$ cat config.mk
export PLATFORM = sky130hd
export DESIGN_NAME = irq_controller
export DESIGN_NICKNAME = d
export VERILOG_FILES = /design/src/rtl/irq_pkg.sv /design/src/rtl/irq_arbiter.sv /design/src/rtl/irq_controller.sv
export SDC_FILE = /design/constraint.sdc
export NUM_CORES = 1
export LEC_CHECK = 0
export ABC_AREA = 1
export BUFFER_PORTS_ARGS = -buffer_cell sky130_fd_sc_hd__buf_2
export CORE_MARGIN = 4
export CORE_UTILIZATION = 61
export CTS_BUF_LIST = sky130_fd_sc_hd__clkbuf_4 sky130_fd_sc_hd__clkbuf_8 sky130_fd_sc_hd__clkbuf_16
export DETAILED_ROUTE_END_ITERATION = 7
export GPL_TIMING_DRIVEN = 0
export PLACE_DENSITY = 0.82
export SLEW_MARGIN = 10
export SYNTH_ARGS = -nofsm -noshare
export SYNTH_HDL_FRONTEND = slang
export SYNTH_SLANG_ARGS = --single-unit
$ cat constraint.sdc
create_clock -name clk -period 34.2 [get_ports clk]
set_input_delay 6.84 -clock clk [delete_from_list [all_inputs] [get_ports clk]]
set_output_delay 6.84 -clock clk [all_outputs]
set_load 0.01 [all_outputs]
$ cat src/rtl/irq_pkg.sv
// Shared constants and types for the interrupt controller.
//   NUM_GROUPS   : number of two-source priority groups at the maximum source count
//   *_OFS        : register offsets from BASE_ADDR
//   irq_state_t  : request/acknowledge handshake state
package irq_pkg;
    localparam int NUM_GROUPS = 16;

    localparam logic [3:0] PRIO_OFS    = 4'h0;
    localparam logic [3:0] ENABLE_OFS  = 4'h4;
    localparam logic [3:0] PENDING_OFS = 4'h8;
    localparam logic [3:0] FORCE_OFS   = 4'hC;

    typedef enum logic [1:0] {IDLE, REQ, DONE} irq_state_t;
endpackage

$ cat src/rtl/irq_arbiter.sv
// Combinational winner selection among eligible interrupt sources.
//   eligible : per-source eligibility mask
//   prio     : packed 2-bit group priorities, group g at [2g+1:2g] (source i is in group i/2)
//   found    : at least one source is eligible
//   vector   : winning source index
//   level    : priority of the winning source's group
// Highest priority wins; ties go to the lowest source index.
module irq_arbiter #(
    parameter int NUM_IRQ = 32
) (
    input  logic [NUM_IRQ-1:0] eligible,
    input  logic [NUM_IRQ-1:0] prio,
    output logic               found,
    output logic [4:0]         vector,
    output logic [1:0]         level
);
    always_comb begin
        found  = 1'b0;
        vector = '0;
        level  = '0;
        // Ascending scan with a strict compare keeps the lowest index on ties.
        for (int i = 0; i < NUM_IRQ; i++) begin
            if (eligible[i] && (!found || prio[2*(i/2) +: 2] > level)) begin
                found  = 1'b1;
                vector = 5'(i);
                level  = prio[2*(i/2) +: 2];
            end
        end
    end
endmodule

$ cat src/rtl/irq_controller.sv
// Interrupt controller: latches one-cycle interrupt pulses into pending flags,
// applies per-source enables and per-group priorities, arbitrates one vector
// and presents it to the CPU with a request/acknowledge handshake.
//   clk, reset            : clock, synchronous active-low reset
//   bus_*                 : register bus (PRIO +0..3, ENABLE +4..7, PENDING +8..B W1C)
//   irq_in                : per-source interrupt pulses
//   cpu_ilevel            : CPU mask level; only priorities above it are requested
//   irq_req/vector/level  : request to the CPU, frozen while irq_req=1
//   irq_ack               : one-cycle acknowledge, honoured only while requesting
// Build option IRQ_FORCE_EN: +C..+F become a write-only FORCE register that sets
// pending bits; without it those addresses are unmapped.
module irq_controller
    import irq_pkg::*;
#(
    parameter int          NUM_IRQ   = 32,
    parameter logic [23:0] BASE_ADDR = 24'h2020
) (
    input  logic               clk,
    input  logic               reset,
    input  logic               bus_write,
    input  logic               bus_read,
    input  logic [23:0]        bus_address_in,
    input  logic [7:0]         bus_data_in,
    output logic [7:0]         bus_data_out,
    input  logic [NUM_IRQ-1:0] irq_in,
    input  logic [1:0]         cpu_ilevel,
    output logic               irq_req,
    output logic [4:0]         irq_vector,
    output logic [1:0]         irq_level,
    input  logic               irq_ack
);
    localparam int NUM_BYTES = NUM_IRQ / 8;

    logic [NUM_IRQ-1:0] prio_q, prio_d;
    logic [NUM_IRQ-1:0] enable_q, enable_d;
    logic [NUM_IRQ-1:0] pending_q, pending_d;
    irq_state_t         state_q, state_d;
    logic               req_q, req_d;
    logic [4:0]         vec_q, vec_d;
    logic [1:0]         lvl_q, lvl_d;

    logic [NUM_IRQ-1:0] eligible;
    logic               arb_found;
    logic [4:0]         arb_vec;
    logic [1:0]         arb_lvl;
    logic [1:0]         grp_prio;

    // Reads have no side effects, so the read strobe is not needed.
    logic unused_bus_read;
    assign unused_bus_read = bus_read;

    // Decode: full-width offset so aliases outside the 16-byte window never hit.
    logic [23:0] ofs;
    logic        in_win;
    logic [1:0]  lane;
    assign ofs    = bus_address_in - BASE_ADDR;
    assign in_win = (ofs < 24'd16);
    assign lane   = ofs[1:0];

    always_comb begin
        bus_data_out = '0;
        for (int b = 0; b < NUM_BYTES; b++) begin
            if (in_win && lane == b[1:0]) begin
                if (ofs[3:2] == PRIO_OFS[3:2])    bus_data_out = prio_q[8*b +: 8];
                if (ofs[3:2] == ENABLE_OFS[3:2])  bus_data_out = enable_q[8*b +: 8];
                if (ofs[3:2] == PENDING_OFS[3:2]) bus_data_out = pending_q[8*b +: 8];
            end
        end
    end

    always_comb begin
        prio_d    = prio_q;
        enable_d  = enable_q;
        pending_d = pending_q;
        for (int b = 0; b < NUM_BYTES; b++) begin
            if (bus_write && in_win && lane == b[1:0]) begin
                if (ofs[3:2] == PRIO_OFS[3:2])    prio_d[8*b +: 8]   = bus_data_in;
                if (ofs[3:2] == ENABLE_OFS[3:2])  enable_d[8*b +: 8] = bus_data_in;
                if (ofs[3:2] == PENDING_OFS[3:2])
                    pending_d[8*b +: 8] = pending_q[8*b +: 8] & ~bus_data_in;
`ifdef IRQ_FORCE_EN
                if (ofs[3:2] == FORCE_OFS[3:2])
                    pending_d[8*b +: 8] = pending_d[8*b +: 8] | bus_data_in;
`endif
            end
        end
        if (state_q == REQ && irq_ack) pending_d[vec_q] = 1'b0;
        // Applied last: a hardware pulse beats any same-cycle clear.
        pending_d = pending_d | irq_in;
    end

    always_comb begin
        grp_prio = '0;
        eligible = '0;
        for (int i = 0; i < NUM_IRQ; i++) begin
            grp_prio    = prio_q[2*(i/2) +: 2];
            eligible[i] = pending_q[i] && enable_q[i] && (grp_prio != 2'd0) && (grp_prio > cpu_ilevel);
        end
    end

    irq_arbiter #(.NUM_IRQ(NUM_IRQ)) u_arb (
        .eligible (eligible),
        .prio     (prio_q),
        .found    (arb_found),
        .vector   (arb_vec),
        .level    (arb_lvl)
    );

    always_comb begin
        state_d = state_q;
        req_d   = req_q;
        vec_d   = vec_q;
        lvl_d   = lvl_q;
        case (state_q)
            IDLE: if (arb_found) begin
                state_d = REQ;
                req_d   = 1'b1;
                vec_d   = arb_vec;
                lvl_d   = arb_lvl;
            end
            // Ack takes precedence over withdrawal; no preemption while requesting.
            REQ: if (irq_ack) begin
                state_d = DONE;
                req_d   = 1'b0;
            end else if (!eligible[vec_q]) begin
                state_d = IDLE;
                req_d   = 1'b0;
            end
            DONE: state_d = IDLE;
            default: begin
                state_d = IDLE;
                req_d   = 1'b0;
            end
        endcase
    end

    always_ff @(posedge clk) begin
        if (!reset) begin
            prio_q    <= '0;
            enable_q  <= '0;
            pending_q <= '0;
            state_q   <= IDLE;
            req_q     <= 1'b0;
            vec_q     <= '0;
            lvl_q     <= '0;
        end else begin
            prio_q    <= prio_d;
            enable_q  <= enable_d;
            pending_q <= pending_d;
            state_q   <= state_d;
            req_q     <= req_d;
            vec_q     <= vec_d;
            lvl_q     <= lvl_d;
        end
    end

    assign irq_req    = req_q;
    assign irq_vector = vec_q;
    assign irq_level  = lvl_q;
endmodule

# --- Word-level counts from Yosys, hierarchy flattened ---
# Index checks and enable logic that the tools add are counted.
classes:
  n_shift: 0
  n_addsub: 1
  magnitude_cmp: 50
  div: 0
  n_mux: 132
  n_mul: 0
  n_reduce_logical: 230
  n_bitwise: 9
  n_eq_ne: 9
ops:
  columns: ["operator", "count"]
  rows:
  - ["$mux 8", 24]
  - ["$logic_and 1x1->1", 138]
  - ["$gt 2x2->1", 47]
  - ["$mux 5", 16]
  - ["$mux 2", 37]
  - ["$mux 1", 38]
  - ["$and 32x32->32", 1]
  - ["$and 8x8->8", 4]
  - ["$mux 32", 1]
  - ["$mux 4", 8]
  - ["$not 32->32", 1]
  - ["$or 32x32->32", 1]
  - ["$reduce_bool 2->1", 16]
  - ["$logic_not 1->1", 31]
  - ["$logic_or 1x1->1", 31]
  - ["$lt 24x5->1 const B", 1]
  - ["$sub 24x14->24 const B", 1]
  - ["$reduce_and 2->1", 10]
  - ["$mux 3", 4]
  - ["$eq 2x2->1 const B", 4]
  - ["$not 8->8", 1]
  - ["$eq 2x1->1 const B", 3]
  - ["$logic_not 2->1", 3]
  - ["$lt 5x6->1 const B", 1]
  - ["other kinds (9)", 9]
word_totals:
  n_memories: 0
  word_cells: 444
  regBits: 106
  ramBits: 0
  mem_bits_ro: 0
  latchBits: 0

# --- Depth between registers and ports, before layout ---
depth:
  word_depth: 130
  ltp_mapped: 230

# --- Hierarchy ---
# From an unflattened synthesis, not the netlist that was laid out.
unflattened:
  cells_unflattened: 1712
  area_unflattened_um2: 10348.7
modules_own_cells:
  columns: ["module", "cells_each", "area_per_inst_um2", "instances"]
  rows:
  - ["irq_controller", 1152, 7363.3, 1]
  - ["irq_arbiter", 560, 2985.4, 1]

# --- Worst setup path before layout ---
# Ideal clock, no wire load.
synth_path:
  kind: "input port to flip-flop"
  from: "input port cpu_ilevel[1]"
  to: "register vec_q[4], in the netlist irq_vector[4]"
  stages: 204
  slack_ns: 2.291
  setup_time_ns: 0.116
  arrival_time_ns: 31.793
  path_cell_list: "inv_1 -> ha_1 -> nand2_1 -> a21boi_1 -> o21ai_1 -> nor2_1 -> ha_1 -> nor2_1 -> nand2_1 -> nand2_1 -> nand2_2 -> o21ai_0 -> ha_1 -> nor2_1 -> nand2_1 -> nand2_2 -> nand2_2 -> o21ai_0 -> (+168 left out) -> nand2_1 -> nand2_1 -> inv_1 -> nand2_1 -> o21ai_1 -> ha_1 -> inv_1 -> nor2_1 -> o21ai_0 -> nand2_1 -> nand2_1 -> nand2_1 -> inv_1 -> nand2_1 -> nor3_1 -> nand4_1 -> o211ai_1 -> inv_1"
synth_via:
  elab_chain_len: 128
synth_lines:
  columns: ["item", "line", "text"]
  rows:
  - ["start, declared", "irq_controller.sv:26", "input logic [1:0] cpu_ilevel,"]
  - ["$gt 2x2->1", "irq_controller.sv:97", "eligible[i] = pending_q[i] && enable_q[i] && (grp_prio != 2'd0) && (grp_prio > cpu_ilevel);"]
  - ["$logic_and 1x1->1", "irq_controller.sv:97", null]
  - ["$mux 2 or $mux 1 (tied branches)", "irq_arbiter.sv:23", "if (eligible[i] && (!found || prio[2*(i/2) +: 2] > level)) begin"]
  - ["$gt 2x2->1 or $logic_not 1->1 (tied branches)", "irq_arbiter.sv:23", null]
  - ["$logic_or 1x1->1", "irq_arbiter.sv:23", null]
  - ["$logic_and 1x1->1", "irq_arbiter.sv:23", null]
  - ["$mux 2 or $mux 1 (tied branches)", "irq_arbiter.sv:23", null]
  - ["$gt 2x2->1 or $logic_not 1->1 (tied branches)", "irq_arbiter.sv:23", null]
  - ["(+112 left out)", null, null]
  - ["$logic_or 1x1->1", "irq_arbiter.sv:23", null]
  - ["$logic_and 1x1->1", "irq_arbiter.sv:23", null]
  - ["$mux 2 or $mux 1 (tied branches)", "irq_arbiter.sv:23", null]
  - ["$gt 2x2->1 or $logic_not 1->1 (tied branches)", "irq_arbiter.sv:23", null]
  - ["$logic_or 1x1->1", "irq_arbiter.sv:23", null]
  - ["$logic_and 1x1->1", "irq_arbiter.sv:23", null]
  - ["$mux 1", "irq_arbiter.sv:23", null]
  - ["$reduce_and 2->1 (no line)", null, null]
  - ["end signal, assigned", "irq_controller.sv:152", "vec_q <= vec_d;"]
  - ["end, declared", "irq_controller.sv:39", "logic [4:0] vec_q, vec_d;"]
# Parallel ways exist; a longest one is shown, timed or not.
# A chain may end at the register's enable or synchronous reset.

# --- Final worst setup path ---
layout_path:
  from: "input port cpu_ilevel[1]"
  to: "register vec_q[2], in the netlist irq_vector[2]"
# Same word-level chain as after synthesis.

==> out/metrics.yaml <==
yosysUniqueCellTypes: 37
ir_drop_uv: 25.4
grt_start_max_net_pins: 18
wl_per_cell_um: 19.9
dr.max_layer_used: "met5"
grt_pass1_vias: 9263
wl_met1_um: 13100
outcome: "finished, violations left"
hold_buffers: 0
cp-end-kind: "flip-flop"
dr.pass1.iters: 6
setup_viol: 0
synth_seq_cells: 106
fin_hold_ws_ns: 0.469
power.static_leakage_nw: 4.66
htree_levels: 3
fmax_ghz: 0.0305
gr-total-overflow: 0
wl_met3_um: 4440
start_kind: "input pin"
drtIter0Drc: 1586
finClkSkew_ns: 0.00536
syn_inst: 1406
dp_hpwl_um: 24100
combPwrFrac: 0.117
drc_errors: 0
final_common_cell: "inv_1"
die_height_um: 128
switching_share: 0.279
powerDensity_nw_per_um2: 24.9
area_growth_pct: 20.1
met2RoutedLength_um: 14900
critPathArrivalTime_ns: 33.06
cts_tree: "yes"
grt_pass1_wl_um: 49600
rsz0062_at_grt: "true"
synth_warnings: 0
maxCapViolCount: 1
min_path_type: "reg -> reg"
antenna_cells: 0
cp_max_fo: 7
die-area_um2: 16400
multi_input_area_um2: 6230
p_int_w: 0.000190
seqCellArea_um2: 2120
wl_um: 34200
cts_inserted_buffers: 9
rows: 43
insertion_delay_ns: 0.35
crit_type: "in -> reg"
period_share: 0.959
slew_violations: 0
p_total_w: 0.000263
clock_sinks: 106
syn_avg_cell_area_um2: 6.25
slew_headroom: 0.00589
tightest_slew_ns: 1.49
layout_common_cells: "231 x inv_1, 209 x nand2_1, 147 x nor2_1"
cts_root_buf: "clkbuf_16"
critPathRequiredTime_ns: 34.45
finalHoldViolCount: 0
ios: 87
instances_no_fill: 1718
cpPeakStageDelay_ns: 0.32
via_per_inst: 6.18
placedCellCount: 1671
syn_area_um2: 8790
seqPwrFrac: 0.487
drive_gt1_frac: 0.188
clk_path_buf_depth: 2
ys_seq_area_frac: 0.241
utilization: 0.755
cp_slowest_cell: "ha_4"
cp_common_cell: "nand2_1"
clk_pin_slew_worst_paths_ns: 0.07
dieWidth_um: 128
track_usage: 0.388
antenna_found_initial: 1
nNetsFinal: 1670
layout_min_cycle_time_ns: 32.81
start_util: 0.628
violations: "capacitance limit"
core_um2: 14000
power_switching_w: 0.0000735
clkPwrFrac: 0.396
port_buffers: 85
synth_nets: 1543
via_count: 10600
drtAntennaViolNets: 0
gp_congestion: 1.04
nFillCells: 1163
-- cell type report --
class / instances / area share
inverters: 243 / 0.0867
flip-flops and latches: 106 / 0.201
multi-input cells: 1028 / 0.590
clock buffers: 11 / 0.0239
well taps: 180 / 0.0213
plain buffers: 29 / 0.0110
clock inverters: 5 / 0.00344
repair buffers: 116 / 0.0629
-- cells by family (layout without fill, tap and decap cells) --
logic type	count (synthesis)	after routing	synth area share
buf+inv	272	404	0.117
simple gates	581	581	0.303
xor+xnor	1	1	0.000996
flops	106	106	0.241
compound gates	380	380	0.244
fa+ha+maj	66	66	0.0939
-- layer usage --
layer / up-vias / track usage
li1: 4988 / -
met4: 2 / 0.165
met2: 752 / 0.596
met3: 137 / 0.0879
met5: - / 0
met1: 4739 / 0.524
-- per-stage QoR --
stage / setup TNS [ns] / setup slack (ns) / area (µm²)
2_1_floorplan: 0 / 2.29 / 8790
3_3_place_gp: -7.41 / -1.26 / 9440
3_5_place_dp: -9.93 / -1.61 / 9440
4_1_cts: 0 / 0.0668 / 9750
5_1_grt: -4.29 / -0.753 / 10600
6_report: 0 / 1.39 / 10600
-- power by group through the flow --
stage | logic, W | registers, W | clock network (W)
after floorplan | 0.0000150 | 0.000130 | 0
after global placement | 0.0000278 | 0.000131 | 0
after detailed placement | 0.0000285 | 0.000131 | 0
after CTS | 0.0000289 | 0.000128 | 0.000102
after global routing | 0.0000328 | 0.000128 | 0.000107
final | 0.0000307 | 0.000128 | 0.000104
-- worst max-delay path: cells and delay by family --
family | cells | cell delay [ns]
adder cells (fa/ha/maj) | 31 | 8.29
buffers and inverters | 10 | 0.89
AO/OA/AOI/OAI | 34 | 3.72
AND/OR/NAND/NOR | 145 | 13.24
-- what timing repair did --
| action | CTS | global route |
|---|---|---|
| pin swaps | 0 | 34 |
| setup endpoints to repair | 7 | 7 |
| buffers inserted | 1 | 31 |
| resized for setup | 10 | 147 |
-- path summary, 6_finish.rpt --
path | from | to | slack [ns] | cells after the start
max reg2reg | prio_q[0] | irq_vector[2] | 7.69 | 219
min | irq_req | irq_req | 0.47 | 2
max | cpu_ilevel[1] | irq_vector[2] | 1.39 | 220
min reg2reg | irq_req | irq_req | 0.47 | 2
-- cell usage after synthesis --
| cell type | n | area [µm²] |
|---|---|---|
| o21ai_0 | 139 | 696 |
| nor4_1 | 23 | 144 |
| o221ai_1 | 36 | 315 |
| or2_2 | 6 | 37.5 |
| nand2_4 | 7 | 78.8 |
| a21boi_1 | 1 | 7.51 |
| nand2_1 | 242 | 908 |
| nand3_1 | 48 | 240 |
| nor2_1 | 148 | 556 |
| a221oi_1 | 5 | 43.8 |
| inv_2 | 3 | 11.3 |
| nor2_2 | 3 | 18.8 |
| o22ai_1 | 35 | 219 |
| a22oi_1 | 1 | 7.51 |
| buf_6 | 1 | 11.3 |
| xor2_1 | 1 | 8.76 |
| o21a_1 | 1 | 7.51 |
| nand2_2 | 53 | 332 |
| a2111oi_0 | 1 | 8.76 |
| inv_1 | 235 | 882 |
| a21oi_1 | 138 | 691 |
| nand4_1 | 4 | 25.0 |
| ha_1 | 66 | 826 |
| o211ai_1 | 5 | 37.5 |
| nand3b_1 | 5 | 37.5 |
| nor3_1 | 29 | 145 |
| dfxtp_1 | 106 | 2120 |
| clkinv_1 | 5 | 18.8 |
| a31oi_1 | 3 | 18.8 |
| o21ai_1 | 11 | 55.1 |
| a311oi_1 | 1 | 8.76 |
| nand3_2 | 12 | 120 |
| clkbuf_1 | 28 | 105 |
| o2111ai_1 | 1 | 8.76 |
| a221o_1 | 1 | 10.0 |
| o31ai_1 | 1 | 7.51 |
| nor4_4 | 1 | 21.3 |
-- registers in the layout (all words and copies together) (netlist names) --
register / cells
enable_q: 32
irq_level: 2
irq_req: 1
irq_vector: 5
pending_q: 32
prio_q: 32
state_q: 2
(Power assumes the default switching activity.)
